### src/rtl/cbb_ecc_dec_pipe_if.sv
// cbb_ecc_dec_pipe_if: codeword-in / result-out handshake bundle
// master drives codewords and consumes results; slave is the decoder
interface cbb_ecc_dec_pipe_if #(
  parameter int DW = 32,
  parameter int EW = 7,
  parameter int TW = 4
);
  logic             in_valid;
  logic             in_ready;
  logic [DW+EW-1:0] din;
  logic [TW-1:0]    in_tag;
  logic             out_valid;
  logic             out_ready;
  logic [DW-1:0]    dout;
  logic [TW-1:0]    out_tag;
  logic             sec;
  logic             ded;

  modport master (
    output in_valid, din, in_tag, out_ready,
    input  in_ready, out_valid, dout, out_tag,
    input  sec, ded
  );

  modport slave (
    input  in_valid, din, in_tag, out_ready,
    output in_ready, out_valid, dout, out_tag,
    output sec, ded
  );
endinterface

### src/rtl/cbb_ecc_dec_pipe.sv
// cbb_ecc_dec_pipe: 2-stage SECDED decoder, valid/ready, tag, stats
// ports: clk, rst_n, bus (slave), cnt_clr, sec/ded counters, DED log
module cbb_ecc_dec_pipe #(
  parameter int DW = 32,
  parameter int EW = 7,
  parameter int TW = 4,
  parameter int CW = 16
) (
  input  logic              clk,
  input  logic              rst_n,
  cbb_ecc_dec_pipe_if.slave bus,
  input  logic              cnt_clr,
  output logic [CW-1:0]     sec_cnt,
  output logic [CW-1:0]     ded_cnt,
  output logic              log_vld,
  output logic [TW-1:0]     log_tag,
  output logic [EW-1:0]     log_syn
);
  localparam int SW = EW - 1;
  localparam logic [SW-1:0] NMAX = SW'(DW + EW - 1);

  if (DW < 1 || DW > 247) begin : g_dw_bad
    $error("cbb_ecc_dec_pipe: DW out of range");
  end
  if ((2 ** SW) < (DW + EW)) begin : g_ew_bad
    $error("cbb_ecc_dec_pipe: EW too small for DW");
  end
  if (TW < 1) begin : g_tw_bad
    $error("cbb_ecc_dec_pipe: TW must be >= 1");
  end

  function automatic int data_pos(input int i);
    int k;
    int r;
    k = 0;
    r = 0;
    for (int q = 3; q < 1024; q++) begin
      if ((q & (q - 1)) != 0) begin
        if (k == i) r = q;
        k++;
      end
    end
    return r;
  endfunction

  logic [SW-1:0] pos_w [DW];
  for (genvar i = 0; i < DW; i++) begin : g_pos
    localparam int P = data_pos(i);
    assign pos_w[i] = SW'(P);
  end

  logic          s1_vld_q, s1_vld_d;
  logic [DW-1:0] s1_dat_q, s1_dat_d;
  logic [TW-1:0] s1_tag_q, s1_tag_d;
  logic [SW-1:0] s1_syn_q, s1_syn_d;
  logic          s1_par_q, s1_par_d;
  logic          s2_vld_q, s2_vld_d;
  logic [DW-1:0] s2_dat_q, s2_dat_d;
  logic [TW-1:0] s2_tag_q, s2_tag_d;
  logic          s2_sec_q, s2_sec_d;
  logic          s2_ded_q, s2_ded_d;
  logic [EW-1:0] s2_syn_q, s2_syn_d;
  logic [CW-1:0] sec_cnt_q, sec_cnt_d;
  logic [CW-1:0] ded_cnt_q, ded_cnt_d;
  logic          log_vld_q, log_vld_d;
  logic [TW-1:0] log_tag_q, log_tag_d;
  logic [EW-1:0] log_syn_q, log_syn_d;

  logic          s2_adv;
  logic          acc;
  logic          xfer;
  logic [SW-1:0] syn;
  logic          par;
  logic [DW-1:0] flip;
  logic [CW-1:0] sec_b;
  logic [CW-1:0] ded_b;

  assign s2_adv       = ~s2_vld_q | bus.out_ready;
  assign bus.in_ready = ~s1_vld_q | s2_adv;
  assign acc          = bus.in_valid & bus.in_ready;
  assign xfer         = s2_vld_q & bus.out_ready;

  // syndrome = stored checks XOR positions of every set data bit
  always_comb begin
    syn = bus.din[DW +: SW];
    for (int i = 0; i < DW; i++)
      syn = syn ^ (pos_w[i] & {SW{bus.din[i]}});
    par = ^bus.din;
  end

  // only in-range data positions can match, so s>N never flips
  always_comb begin
    flip = '0;
    for (int i = 0; i < DW; i++)
      flip[i] = s1_par_q & (pos_w[i] == s1_syn_q);
  end

  always_comb begin
    s1_vld_d = bus.in_ready ? bus.in_valid : s1_vld_q;
    s1_dat_d = s1_dat_q;
    s1_tag_d = s1_tag_q;
    s1_syn_d = s1_syn_q;
    s1_par_d = s1_par_q;
    if (acc) begin
      s1_dat_d = bus.din[DW-1:0];
      s1_tag_d = bus.in_tag;
      s1_syn_d = syn;
      s1_par_d = par;
    end
    s2_vld_d = s2_adv ? s1_vld_q : s2_vld_q;
    s2_dat_d = s2_dat_q;
    s2_tag_d = s2_tag_q;
    s2_sec_d = s2_sec_q;
    s2_ded_d = s2_ded_q;
    s2_syn_d = s2_syn_q;
    if (s2_adv & s1_vld_q) begin
      s2_dat_d = s1_dat_q ^ flip;
      s2_tag_d = s1_tag_q;
      s2_sec_d = s1_par_q & (s1_syn_q <= NMAX);
      s2_ded_d = (|s1_syn_q) &
                 (~s1_par_q | (s1_syn_q > NMAX));
      s2_syn_d = {s1_par_q, s1_syn_q};
    end
  end

  // clear first, then count on top: clr+event lands at 1
  always_comb begin
    sec_b = cnt_clr ? '0 : sec_cnt_q;
    ded_b = cnt_clr ? '0 : ded_cnt_q;
    sec_cnt_d = sec_b;
    ded_cnt_d = ded_b;
    if (xfer & s2_sec_q & ~&sec_b)
      sec_cnt_d = sec_b + CW'(1);
    if (xfer & s2_ded_q & ~&ded_b)
      ded_cnt_d = ded_b + CW'(1);
    log_vld_d = log_vld_q & ~cnt_clr;
    log_tag_d = cnt_clr ? '0 : log_tag_q;
    log_syn_d = cnt_clr ? '0 : log_syn_q;
    if (xfer & s2_ded_q & ~log_vld_d) begin
      log_vld_d = 1'b1;
      log_tag_d = s2_tag_q;
      log_syn_d = s2_syn_q;
    end
  end

  always_ff @(posedge clk or negedge rst_n) begin
    if (!rst_n) begin
      s1_vld_q  <= 1'b0;
      s1_dat_q  <= '0;
      s1_tag_q  <= '0;
      s1_syn_q  <= '0;
      s1_par_q  <= 1'b0;
      s2_vld_q  <= 1'b0;
      s2_dat_q  <= '0;
      s2_tag_q  <= '0;
      s2_sec_q  <= 1'b0;
      s2_ded_q  <= 1'b0;
      s2_syn_q  <= '0;
      sec_cnt_q <= '0;
      ded_cnt_q <= '0;
      log_vld_q <= 1'b0;
      log_tag_q <= '0;
      log_syn_q <= '0;
    end else begin
      s1_vld_q  <= s1_vld_d;
      s1_dat_q  <= s1_dat_d;
      s1_tag_q  <= s1_tag_d;
      s1_syn_q  <= s1_syn_d;
      s1_par_q  <= s1_par_d;
      s2_vld_q  <= s2_vld_d;
      s2_dat_q  <= s2_dat_d;
      s2_tag_q  <= s2_tag_d;
      s2_sec_q  <= s2_sec_d;
      s2_ded_q  <= s2_ded_d;
      s2_syn_q  <= s2_syn_d;
      sec_cnt_q <= sec_cnt_d;
      ded_cnt_q <= ded_cnt_d;
      log_vld_q <= log_vld_d;
      log_tag_q <= log_tag_d;
      log_syn_q <= log_syn_d;
    end
  end

  assign bus.out_valid = s2_vld_q;
  assign bus.dout      = s2_dat_q;
  assign bus.out_tag   = s2_tag_q;
  assign bus.sec       = s2_sec_q;
  assign bus.ded       = s2_ded_q;
  assign sec_cnt       = sec_cnt_q;
  assign ded_cnt       = ded_cnt_q;
  assign log_vld       = log_vld_q;
  assign log_tag       = log_tag_q;
  assign log_syn       = log_syn_q;
endmodule

### src/flat_wrapper.sv
// flat-port wrapper written by rule: the top's interface ports become plain ports
module cbb_ecc_dec_pipe_flat 
#(
  parameter int DW = 32,
  parameter int EW = 7,
  parameter int TW = 4,
  parameter int CW = 16
)
  (clk, rst_n, cnt_clr, sec_cnt, ded_cnt, log_vld, log_tag, log_syn, bus_in_valid, bus_din, bus_in_tag, bus_out_ready, bus_in_ready, bus_out_valid, bus_dout, bus_out_tag, bus_sec, bus_ded);
  cbb_ecc_dec_pipe_if #(.DW(DW), .EW(EW), .TW(TW)) bus_i ();
  input  logic clk;
  input  logic rst_n;
  input  logic cnt_clr;
  output logic [CW-1:0] sec_cnt;
  output logic [CW-1:0] ded_cnt;
  output logic log_vld;
  output logic [TW-1:0] log_tag;
  output logic [EW-1:0] log_syn;
  input wire logic [$bits(bus_i.in_valid)-1:0] bus_in_valid;
  input wire logic [$bits(bus_i.din)-1:0] bus_din;
  input wire logic [$bits(bus_i.in_tag)-1:0] bus_in_tag;
  input wire logic [$bits(bus_i.out_ready)-1:0] bus_out_ready;
  output wire logic [$bits(bus_i.in_ready)-1:0] bus_in_ready;
  output wire logic [$bits(bus_i.out_valid)-1:0] bus_out_valid;
  output wire logic [$bits(bus_i.dout)-1:0] bus_dout;
  output wire logic [$bits(bus_i.out_tag)-1:0] bus_out_tag;
  output wire logic [$bits(bus_i.sec)-1:0] bus_sec;
  output wire logic [$bits(bus_i.ded)-1:0] bus_ded;
  assign bus_i.in_valid = bus_in_valid;
  assign bus_i.din = bus_din;
  assign bus_i.in_tag = bus_in_tag;
  assign bus_i.out_ready = bus_out_ready;
  assign bus_in_ready = bus_i.in_ready;
  assign bus_out_valid = bus_i.out_valid;
  assign bus_dout = bus_i.dout;
  assign bus_out_tag = bus_i.out_tag;
  assign bus_sec = bus_i.sec;
  assign bus_ded = bus_i.ded;
  cbb_ecc_dec_pipe #(.DW(DW), .EW(EW), .TW(TW), .CW(CW)) u_core (.clk(clk), .rst_n(rst_n), .bus(bus_i), .cnt_clr(cnt_clr), .sec_cnt(sec_cnt), .ded_cnt(ded_cnt), .log_vld(log_vld), .log_tag(log_tag), .log_syn(log_syn));
endmodule
### config.mk
export PLATFORM = sky130hd
export DESIGN_NAME = cbb_ecc_dec_pipe_flat
export DESIGN_NICKNAME = d
export VERILOG_FILES = /design/src/rtl/cbb_ecc_dec_pipe_if.sv /design/src/rtl/cbb_ecc_dec_pipe.sv /design/src/flat_wrapper.sv
export SDC_FILE = /design/constraint.sdc
export NUM_CORES = 1
export LEC_CHECK = 0
export BUFFER_PORTS_ARGS = -buffer_cell sky130_fd_sc_hd__clkbuf_2
export CAP_MARGIN = 10
export CELL_PAD_IN_SITES_DETAIL_PLACEMENT = 1
export CELL_PAD_IN_SITES_GLOBAL_PLACEMENT = 2
export CORE_MARGIN = 4
export CORE_UTILIZATION = 35
export CTS_CLUSTER_SIZE = 28
export DETAILED_ROUTE_END_ITERATION = 10
export PLACE_DENSITY = 0.77
export SETUP_SLACK_MARGIN = 0.05
export SKIP_CTS_REPAIR_TIMING = 1
export SLEW_MARGIN = 20
export SYNTH_ARGS = -nofsm -noshare
export SYNTH_HDL_FRONTEND = slang
export SYNTH_SLANG_ARGS = --single-unit
### constraint.sdc
create_clock -name clk -period 6.6 [get_ports clk]
set_clock_uncertainty 0.2 [all_clocks]
set_input_delay 1.32 -clock clk [delete_from_list [all_inputs] [get_ports clk]]
set_output_delay 1.32 -clock clk [all_outputs]
set_load 0.005 [all_outputs]
# Word level (Yosys, flattened, before mapping)
# Index checks and enable logic that the tools add are counted.
[classes] reduce_logical=7 n_mux=9 addsub=2 n_div=0 order_cmp=2 shifts=0 multipliers=0 eq_ne=32 bitwise_logic=84
[op_table] operator="5-bit by 6-bit equality test with 1-bit output, first input constant" count=15
[op_table] operator="6-bit by 5-bit bitwise XOR with 6-bit output" count=15
[op_table] operator="16-bit two-way mux" count=4
[op_table] operator="1-bit AND" count=43
[op_table] operator="4-bit by 6-bit equality test with 1-bit output, first input constant" count=7
[op_table] operator="6-bit by 4-bit bitwise XOR with 6-bit output" count=7
[op_table] operator="39-bit XOR reduction" count=1
[op_table] operator="6-bit equality test, first input constant" count=6
[op_table] operator="6-bit bitwise XOR" count=6
[op_table] operator="16-bit by 1-bit adder with 16-bit output, second input constant" count=2
[op_table] operator="16-bit AND reduction" count=2
[op_table] operator="32-bit bitwise XOR" count=1
[op_table] operator="3-bit by 6-bit equality test with 1-bit output, first input constant" count=3
[op_table] operator="6-bit by 3-bit bitwise XOR with 6-bit output" count=3
[op_table] operator="7-bit two-way mux" count=2
[op_table] operator="4-bit two-way mux" count=2
[op_table] operator="2-bit by 6-bit equality test with 1-bit output, first input constant" count=1
[op_table] operator="6-bit > comparator, second input constant" count=1
[op_table] operator="6-bit <= comparator, second input constant" count=1
[op_table] operator="6-bit OR reduction" count=1
[op_table] operator="6-bit by 2-bit bitwise XOR with 6-bit output" count=1
[op_table] operator="1-bit inverter" count=5
[op_table] operator="1-bit OR" count=3
[op_table] operator="1-bit zero test" count=2
[op_table] operator="other kinds (2)" count=2
[totals] ram_bits=0 memories=0 rom_bits=0 latch_bits=0 inputBits=48 ff_bits=134 out_inout_bits=84

# Longest topological paths before layout
# Gate-level depths: netlist of the first run.
[logic_depth] depth_word=32 mapped_depth=8 mapped_depth_nobuf=7

# Least setup slack after synthesis of the first run
# Ideal clock, no wire load.
[synth_path] path_kind="input port to flip-flop" start="input cnt_clr" end="register u_core.sec_cnt_q[15] (netlist: u_core.sec_cnt[15])" setup_time_ps=126 arrival_ps=3032 n_path_buf=1 path_stages=8 setup_slack_ps=3242 cell_sequence="clkbuf_1 nor2b_1 ha_1 and3b_1 and2_1 a2111oi_2 nand4_1 xor2_1"
[synth_via] elab_chain_len=5 elab_cells_between_ends=6 classes_between="add/sub (1); mux (2); bitwise (1); reduce/logical (2)"
[synth_rtl] element="start: declaration" line_no="flat_wrapper.sv:13" rtl="input logic cnt_clr;"
[synth_rtl] element="16-bit two-way mux (*)" line_no="cbb_ecc_dec_pipe.sv:128" rtl="sec_b = cnt_clr ? '0 : sec_cnt_q;"
[synth_rtl] element="parallel branches: the longest is 3 deep, another holds 16-bit by 1-bit adder with 16-bit output"
[synth_rtl] element="16-bit two-way mux (*)" line_no="cbb_ecc_dec_pipe.sv:132" rtl="if (xfer & s2_sec_q & ~&sec_b)"
[synth_rtl] element="named net u_core.sec_cnt_d[15]" line_no="cbb_ecc_dec_pipe.sv:63" rtl="logic [CW-1:0] sec_cnt_q, sec_cnt_d;"
[synth_rtl] element="end signal: assignment" line_no="cbb_ecc_dec_pipe.sv:176" rtl="sec_cnt_q <= sec_cnt_d;"
[synth_rtl] element="end: declaration" line_no="cbb_ecc_dec_pipe.sv:63"
# Mark *: on every way through the listed nets, which the timed path passes.
# A chain may end at the register's enable or synchronous reset.

# Final worst setup path of the first run
# Ends and elaborated chain as after synthesis.

==> flow_metrics.tcl, run 1 <==
set metrics [dict create \
    synth_edf_count 0 \
    setup_viol 0 \
    syn_area_um2 6770 \
    setup_tns_ps 0 \
    worstMarginPinSlew_ps 868 \
    wl_per_cell_um 17.0 \
    antenna_found_initial 0 \
    cts.htree.levels 4 \
    nNetsFinal 824 \
    drc 0 \
    antenna_cells 0 \
    status "completed" \
    vias_per_cell 4.82 \
    placed_cell_area_um2 7670 \
    clock_latency_ps 420 \
    synth_fp_nets 700 \
    synth_cells 650 \
    num_vias 5047 \
    slowest_stage "a2111oi_2" \
    initial_core_util 0.359 \
    fin_crit_ps 3610 \
    worstSetupPathType "in2reg" \
    powerDensity_nw_per_um2 329 \
    fin_ws_ps 2990 \
    end_kind "register" \
    cp-start-kind "input port" \
    hold_path_class "reg2reg" \
    ys_seq_area_frac 0.496 \
    grt_pass1_wl_mm 29.3 \
    grt_max_degree 92 \
    grt_pass1_vias 5490 \
    async_flop_share 1.00 \
    crit_path_cell_trace "clkbuf_2 > nor2b_1 > ha_1 > and3b_1 > and2_1 > a2111oi_2 > nand4_1 > xor2_1" \
    numClockSinks 134 \
    synth_xor_area_frac 0.178 \
    synth_top_family_by_area "simple AND/OR/NAND/NOR gates" \
    pre_cts_ws_ps 2560 \
    root_buffer "clkbuf_16" \
    stdcell_area_um2 8270 \
    die_area_um2 21600 \
    ant_nets 0 \
    worstPathRequired_ps 6700 \
    cts_buffers 17 \
    synth_compound_area_frac 0.0633 \
    final_common_cell "dfrtp_1" \
    post-route-period-util 0.547 \
    ys_seq_elements 134 \
    core_area_um2 18800 \
    cap_violations 0 \
    grt_setup_unrepaired "no" \
    muxShareOfSynthArea 0.0633 \
    max-clock-path-buffers 2 \
    wl_mm 17.8 \
    total_power_w 0.00272 \
    crit_path_max_fanout 35 \
    cts_tree "yes" \
    placementRows 50 \
    slew-limit-headroom 0.421 \
    dpl.hpwl_mm 13.3 \
    layout_common_cells "dfrtp_1, clkbuf_2, nand2_1" \
    ios 132 \
    area_delta_synth_final_pct 22.2 \
    portBuffers 131 \
    place.gp.congestion 0.826 \
    p_leak_nw 3.79 \
    synth_adder_area_share 0.00370 \
    hold_viol_final 0 \
    yosysUniqueCellTypes 43 \
    syn_avg_cell_area_um2 10.4 \
    groute.usage.overall 0.169 \
    crit_arrival_ps 3720 \
    maxSlewViolCount 0 \
    die_x_um 147 \
    fmax_mhz 277 \
    vdd_drop_max_v 0.000199 \
    clkTransAtPathRegs_ps 60 \
    dr.first_iter.drc_count 240 \
    synth_ff_type "dfrtp_1" \
    dr.pass1.iters 4 \
    synth_simple_gate_area_share 0.178 \
    drive_gt1_frac 0.268 \
    die_h_um 147 \
    cpPeakStageDelay_ps 580 \
    overflow 0 \
    synth_warnings 0 \
]
critical path: cells and delay by family:
family / cells / cell delay (ps)
fa+ha+maj: 1 / 270
compound gates: 1 / 580
buf+inv: 1 / 530
xor+xnor: 1 / 170
simple gates: 4 / 840
through the flow:
step                      utilization  hold slack [ps]  std cells
after floorplan                     -              233        650
after global placement          0.408              255       1015
after detailed placement        0.408              265       1015
after CTS                       0.439              277       1047
after global routing            0.439              299       1047
final                           0.439              267       1047
per-layer routing:
metal,track usage,up-vias,share of wire
met3,0.0407,23,0.040
met4,0.0550,0,0.017
met2,0.286,98,0.49
met1,0.213,2476,0.45
li1,-,2450,-
met5,0,-,0
cell usage after synthesis (3+ instances only):
cell	instances	share of area
and3b_1	4	0.0052
o211ai_1	11	0.012
nor2_1	32	0.018
o21ai_0	42	0.031
buf_1	3	0.0017
and2_1	5	0.0046
a21oi_1	10	0.0074
nor2b_1	14	0.013
xor2_1	29	0.038
or3_1	3	0.0028
nand4_1	15	0.014
mux2_2	38	0.063
nand2b_1	9	0.0083
nand3_1	20	0.015
clkbuf_1	27	0.015
xnor2_1	74	0.096
xnor3_1	10	0.033
inv_1	4	0.0022
dfrtp_1	134	0.50
nand2_1	122	0.068
nor3_1	11	0.0081
and3_1	6	0.0055
cell families (layout without fill, tap and decap cells):
kind of cell    after synthesis  in the layout
simple gates                253            253
flops                       134            134
xor+xnor                    116            116
compound gates               73             73
mux                          38             38
buf+inv                      34            171
fa+ha+maj                     2              2
registers in the layout, summed over array words and instances, names as in the netlist, 4 cells and up:
| register | flops |
|---|---|
| u_core.s2_syn_q | 7 |
| u_core.bus.dout | 32 |
| u_core.sec_cnt | 16 |
| u_core.s1_syn_q | 6 |
| u_core.s1_dat_q | 32 |
| u_core.bus.out_tag | 4 |
| u_core.ded_cnt | 16 |
| u_core.s1_tag_q | 4 |
| u_core.log_tag | 4 |
| u_core.log_syn | 7 |
power by group:
group,leakage (nW),total [W],switching (W),internal [W]
Sequential,1.69,0.00114,0.000170,0.000973
Combinational,1.83,0.000629,0.000323,0.000306
Clock,0.276,0.000945,0.000376,0.000569
Total,3.79,0.00272,0.000869,0.00185
worst paths after layout:
kind / startpoint / endpoint / slack [ps] / cells past startpoint
worst max-delay path: cnt_clr / u_core.sec_cnt[15]$_DFF_PN0_ / 2990 / 8
worst min-delay path: u_core.s2_syn_q[2]$_DFFE_PN0P_ / u_core.log_syn[2]$_DFFE_PN0P_ / 270 / 2
worst max register to register: u_core.sec_cnt[0]$_DFF_PN0_ / u_core.sec_cnt[15]$_DFF_PN0_ / 4070 / 7
worst min register to register: u_core.s2_syn_q[2]$_DFFE_PN0P_ / u_core.log_syn[2]$_DFFE_PN0P_ / 270 / 2
max in group asynchronous: rst_n / u_core.sec_cnt[3]$_DFF_PN0_ / 4250 / 2
min in group asynchronous: rst_n / u_core.sec_cnt[10]$_DFF_PN0_ / 750 / 1
area by class of cell:
class | count | area, um^2
inverter | 4 | 15.0
clock buffer | 19 | 443
fill | 2101 | 10600
timing repair buffer | 135 | 692
multi-input combinational | 482 | 3290
clock inverter | 13 | 148
tap | 260 | 325
sequential | 134 | 3350
Power figures use the tool's default switching activity.
==> run 2: changes to the inputs <==
--- a/config.mk
+++ b/config.mk
@@ -5,15 +5,16 @@
 export SDC_FILE = /design/constraint.sdc
 export NUM_CORES = 1
 export LEC_CHECK = 0
+export ABC_AREA = 1
 export BUFFER_PORTS_ARGS = -buffer_cell sky130_fd_sc_hd__clkbuf_2
 export CAP_MARGIN = 10
 export CELL_PAD_IN_SITES_DETAIL_PLACEMENT = 1
 export CELL_PAD_IN_SITES_GLOBAL_PLACEMENT = 2
 export CORE_MARGIN = 4
-export CORE_UTILIZATION = 35
+export CORE_UTILIZATION = 33
 export CTS_CLUSTER_SIZE = 28
 export DETAILED_ROUTE_END_ITERATION = 10
-export PLACE_DENSITY = 0.77
+export PLACE_DENSITY = 0.78
 export SETUP_SLACK_MARGIN = 0.05
 export SKIP_CTS_REPAIR_TIMING = 1
 export SLEW_MARGIN = 20
==> constraint.sdc (replaced) <==
create_clock -name clk -period 3.8 [get_ports clk]
set_clock_uncertainty 0.2 [all_clocks]
set_input_delay 0.76 -clock clk [delete_from_list [all_inputs] [get_ports clk]]
set_output_delay 0.76 -clock clk [all_outputs]
set_load 0.005 [all_outputs]
==> flow_metrics.tcl, run 2 <==
set metrics [dict create \
    crit_arrival_ps 2830 \
    yosysMostFrequentCell "nand2_1" \
    regArea_um2 3350 \
    initial_core_util 0.336 \
    syn_area_um2 7640 \
    max-clock-path-buffers 2 \
    hold_path_class "in2async" \
    synth_cells 983 \
    num_vias 6470 \
    final_common_cell "nand2_1" \
    vias_per_cell 4.60 \
    synth_edf_count 0 \
    worstPathRequired_ps 3930 \
    synthTopCellsByArea "dfrtp_1, nand2_1, xor2_1, o21ai_0, xnor2_1" \
    yosysUniqueCellTypes 37 \
    nNetsFinal 1160 \
    status "completed" \
    synth_top_area_share 0.439 \
    fmax_mhz 369 \
    die_h_um 160 \
    die_x_um 160 \
    reg2regPathDepth 12 \
    rrSetupSlack_ps 1620 \
    vdd_drop_max_v 0.000299 \
    fin_crit_ps 2710 \
    slew-limit-headroom 0.467 \
    antenna_found_initial 0 \
    end_kind "register" \
    ios 132 \
    drive_gt1_frac 0.190 \
    p_leak_nw 4.59 \
    setup_tns_ps 0 \
    place.gp.congestion 0.834 \
    synth_commonest_cells "nand2_1, dfrtp_1, inv_1" \
    powerDensity_nw_per_um2 523 \
    grt_pass1_vias 6959 \
    die_area_um2 25600 \
    syn_avg_cell_area_um2 7.77 \
    cts_tree "yes" \
    fin_util 0.403 \
    num-fill-cells 2880 \
    synth_warnings 0 \
    grt_pass1_wl_mm 36.2 \
    core_area_um2 22700 \
    total_power_w 0.00479 \
    root_buffer "clkbuf_16" \
    wl_mm 21.7 \
    crit_path_max_fanout 25 \
    grt_setup_unrepaired "no" \
    regToRegEndpoint "u_core.ded_cnt[14]$_DFF_PN0_" \
    yosys.area.top_type "dfrtp_1" \
    grt_max_degree 74 \
    groute.usage.overall 0.174 \
    worstSetupPathType "in2reg" \
    cts.htree.levels 4 \
    area_delta_synth_final_pct 19.8 \
    layout_common_cells "nand2_1, dfrtp_1, clkbuf_2" \
    cap_violations 0 \
    overflow 0 \
    placementRows 55 \
    synth_fp_nets 1033 \
    cts_buffers 17 \
    multiInputGateArea_um2 3780 \
    ys_seq_elements 134 \
    drc 0 \
    dr.pass1.iters 4 \
    antenna_cells 0 \
    clock_latency_ps 410 \
    cp-start-kind "input port" \
    setup_viol 0 \
    wl_per_cell_um 15.4 \
    ant_nets 0 \
    clkTransAtPathRegs_ps 60 \
    ys_seq_area_frac 0.439 \
    numClockSinks 134 \
    synth_ff_type "dfrtp_1" \
    maxSlewViolCount 0 \
    dr.first_iter.drc_count 234 \
    r2r-start "u_core.ded_cnt[0]$_DFF_PN0_" \
    hold_viol_final 0 \
    async_flop_share 1.00 \
    portBuffers 131 \
    dpl.hpwl_mm 16.9 \
    post-route-period-util 0.712 \
    worstMarginPinSlew_ps 794 \
]
==> run 2: cell types whose count changed after synthesis, sizes merged, moves of 30 or more <==
cell / delta
inv: +88
nand3: +40
o21ai: +35
xor2: +53
mux2: -38
xnor2: -35
nand2: +249
nor2: +30
==> run 2: critical path, cell delays in order <==
cell,delay (ps)
clkbuf_2,250
inv_2,490
nand2_2,180
nor2_1,170
nand2_1,70
nor2_1,90
nand4_1,80
nand2_1,240
buf_4,200
nor2_2,50
nand3_1,70
xor2_1,180
==> run 2: kinds of logic after synthesis <==
kind of cell             after synthesis  share of synthesized area
adder cells (fa/ha/maj)                2                    0.00327
flip-flops                           134                      0.439
AND/OR/NAND/NOR                      521                      0.294
AO/OA/AOI/OAI                         80                     0.0547
buffers and inverters                124                     0.0670
XOR/XNOR                             122                      0.142
==> run 2: report_power, final <==
part / leakage [nW] / internal [W] / total [W] / switching [W]
sequential: 1.72 / 0.00172 / 0.00194 / 0.000225
clock: 0.290 / 0.00102 / 0.00166 / 0.000640
combinational: 2.58 / 0.000435 / 0.00119 / 0.000751
==> run 2: area by class of cell <==
cell class,instances,area share
repair buffers,136,0.0778
multi-input cells,725,0.413
clock buffers,21,0.0514
well taps,285,0.0390
clock inverters,10,0.0133
inverters,96,0.0396
flip-flops and latches,134,0.366
==> run 2: per-layer routing <==
layer  vias up  wire (um)  track usage
met4         0        192       0.0375
met1      3056      10700        0.242
met5         -          0            0
met3        11        659       0.0302
met2       103      10100        0.285
li1       3300          -            -
==> run 2: through the flow <==
step,cells,hold slack (ps),cell area (um^2),worst slack (ps)
after CTS,1407,185,9150,1090
after global routing,1407,206,9150,858
final,1407,151,9150,1090
after floorplan,983,249,7640,1300
after detailed placement,1376,266,8560,670
after global placement,1376,262,8560,721
==> run 2: worst max-delay path by stage <==
stage	startpoint	endpoint	cells past startpoint
5_1_grt	cnt_clr	u_core.sec_cnt[14]$_DFF_PN0_	9
2_1_floorplan	cnt_clr	u_core.ded_cnt[13]$_DFF_PN0_	13
3_5_place_dp	cnt_clr	u_core.sec_cnt[4]$_DFF_PN0_	12
4_1_cts	cnt_clr	u_core.sec_cnt[4]$_DFF_PN0_	12
6_report	cnt_clr	u_core.sec_cnt[4]$_DFF_PN0_	12
3_3_place_gp	cnt_clr	u_core.sec_cnt[14]$_DFF_PN0_	11
==> run 3: changes to the inputs <==
==> constraint.sdc (replaced) <==
create_clock -name clk -period 2.75 [get_ports clk]
set_clock_uncertainty 0.2 [all_clocks]
set_input_delay 0.55 -clock clk [delete_from_list [all_inputs] [get_ports clk]]
set_output_delay 0.55 -clock clk [all_outputs]
set_load 0.005 [all_outputs]
==> flow_metrics.tcl, run 3 (synthesis gave the netlist of run 2 again) <==
set metrics [dict create \
    status "completed" \
    hold_viol_final 0 \
    core_area_um2 22700 \
    die_area_um2 25600 \
    grt_max_degree 82 \
    drive_gt1_frac 0.197 \
    worstMarginPinSlew_ps 620 \
    num-fill-cells 2821 \
    die_h_um 160 \
    overflow 0 \
    hold_path_class "in2reg" \
    grt_pass1_vias 6880 \
    vdd_drop_max_v 0.000431 \
    final_common_cell "nand2_1" \
    maxSlewViolCount 0 \
    path_buf_inv 3 \
    drc 0 \
    dp.cells 1385 \
    slew-limit-headroom 0.587 \
    ios 132 \
    fmax_mhz 452 \
    cpPeakStageDelay_ps 250 \
    end_kind "register" \
    placementRows 55 \
    whs_ps 121 \
    cp-start-kind "input port" \
    cts.htree.levels 4 \
    grt_setup_unrepaired "no" \
    initial_core_util 0.336 \
    cap_violations 0 \
    num_vias 6461 \
    cts_buffers 17 \
    dr.first_iter.drc_count 274 \
    setup_tns_ps 0 \
    fin_util 0.406 \
    setup_viol 0 \
    worstPathRequired_ps 2900 \
    dpl.hpwl_mm 16.9 \
    place.gp.congestion 0.856 \
    root_buffer "clkbuf_16" \
    slowest_stage "clkbuf_2" \
    final_cells 1417 \
    layout_common_cells "nand2_1, dfrtp_1, clkbuf_2" \
    portBuffers 131 \
    path_common_cell "nand3_2" \
    grt_pass1_wl_mm 36.4 \
    clkTransAtPathRegs_ps 60 \
    post-route-period-util 0.805 \
    die_x_um 160 \
    crit_arrival_ps 2360 \
    fin_crit_ps 2210 \
    ant_nets 0 \
    groute.usage.overall 0.176 \
    cts_tree "yes" \
    wl_per_cell_um 15.4 \
    powerDensity_nw_per_um2 711 \
    numClockSinks 134 \
    antenna_found_initial 0 \
    cp_top_family "simple AND/OR/NAND/NOR gates" \
    p_leak_nw 4.63 \
    nNetsFinal 1170 \
    antenna_cells 0 \
    wl_mm 21.8 \
    clock_latency_ps 430 \
    crit_path_cell_trace "clkbuf_2 > nor2_2 > ha_1 > inv_1 > nor3_4 > nand3_2 > nor2_4 > nand3_2 > nand2_4 > inv_4 > nand2_1 > xor2_1" \
    max-clock-path-buffers 2 \
    vias_per_cell 4.56 \
    worstSetupPathType "in2reg" \
    dr.pass1.iters 4 \
    area_delta_synth_final_pct 20.7 \
    crit_path_max_fanout 13 \
    total_power_w 0.00656 \
]
-- run 3: changes by cell type in the layout (fill, tap and decap cells not counted) --
| cell | delta |
|---|---|
| clkinv_4 | -2 |
| bufinv_16 | -1 |
| clkinvlp_4 | +2 |
| dlygate4sd3_1 | +1 |
| buf_12 | +1 |
| clkinv_2 | +2 |
| buf_4 | +8 |
| clkbuf_1 | -1 |
-- run 3: tightest hold or removal path, stage by stage --
cell	delay, ps
clkbuf_2	70
nand2_1	40
nand2_1	50
-- run 3: stage by stage --
stage                     setup slack, ps  area, um^2
final                                 536        9220
after global routing                  400        9220
after CTS                             548        9210
after detailed placement              154        8640
after global placement                189        8640
after floorplan                       456        7640
-- run 3: final cells by class --
cell class	count	area, um^2	area share
flip-flops and latches	134	3350	0.364
clock inverters	11	98.8	0.0107
inverters	96	363	0.0394
well taps	285	357	0.0387
repair buffers	146	802	0.0870
clock buffers	20	467	0.0506
multi-input cells	725	3780	0.410
-- run 3: final timing paths --
check,slack (ps),end,from,cells after the start
min in group asynchronous,470,u_core.ded_cnt[5]$_DFF_PN0_,rst_n,2
worst min register to register,280,u_core.bus.dout[5]$_DFFE_PN0P_,u_core.bus.dout[5]$_DFFE_PN0P_,2
max in group asynchronous,1140,u_core.bus.sec$_DFFE_PN0P_,rst_n,3
worst max-delay path,540,u_core.ded_cnt[8]$_DFF_PN0_,cnt_clr,12
worst min-delay path,120,u_core.s1_tag_q[2]$_DFFE_PN0P_,bus_in_tag[2],3
worst max register to register,630,u_core.ded_cnt[8]$_DFF_PN0_,u_core.ded_cnt[1]$_DFF_PN0_,12
-- run 3: power breakdown --
part | switching (W) | leakage (nW) | internal [W]
Combinational | 0.00105 | 2.63 | 0.000626
Sequential | 0.000310 | 1.72 | 0.00237
Clock | 0.000890 | 0.274 | 0.00131
Total | 0.00225 | 4.63 | 0.00431
-- run 3: per-layer routing --
| metal | GRT usage | share of wire |
|---|---|---|
| met1 | 0.238 | 0.49 |
| met2 | 0.290 | 0.47 |
| met3 | 0.0354 | 0.031 |
| met4 | 0.0434 | 0.010 |
| met5 | 0 | 0 |
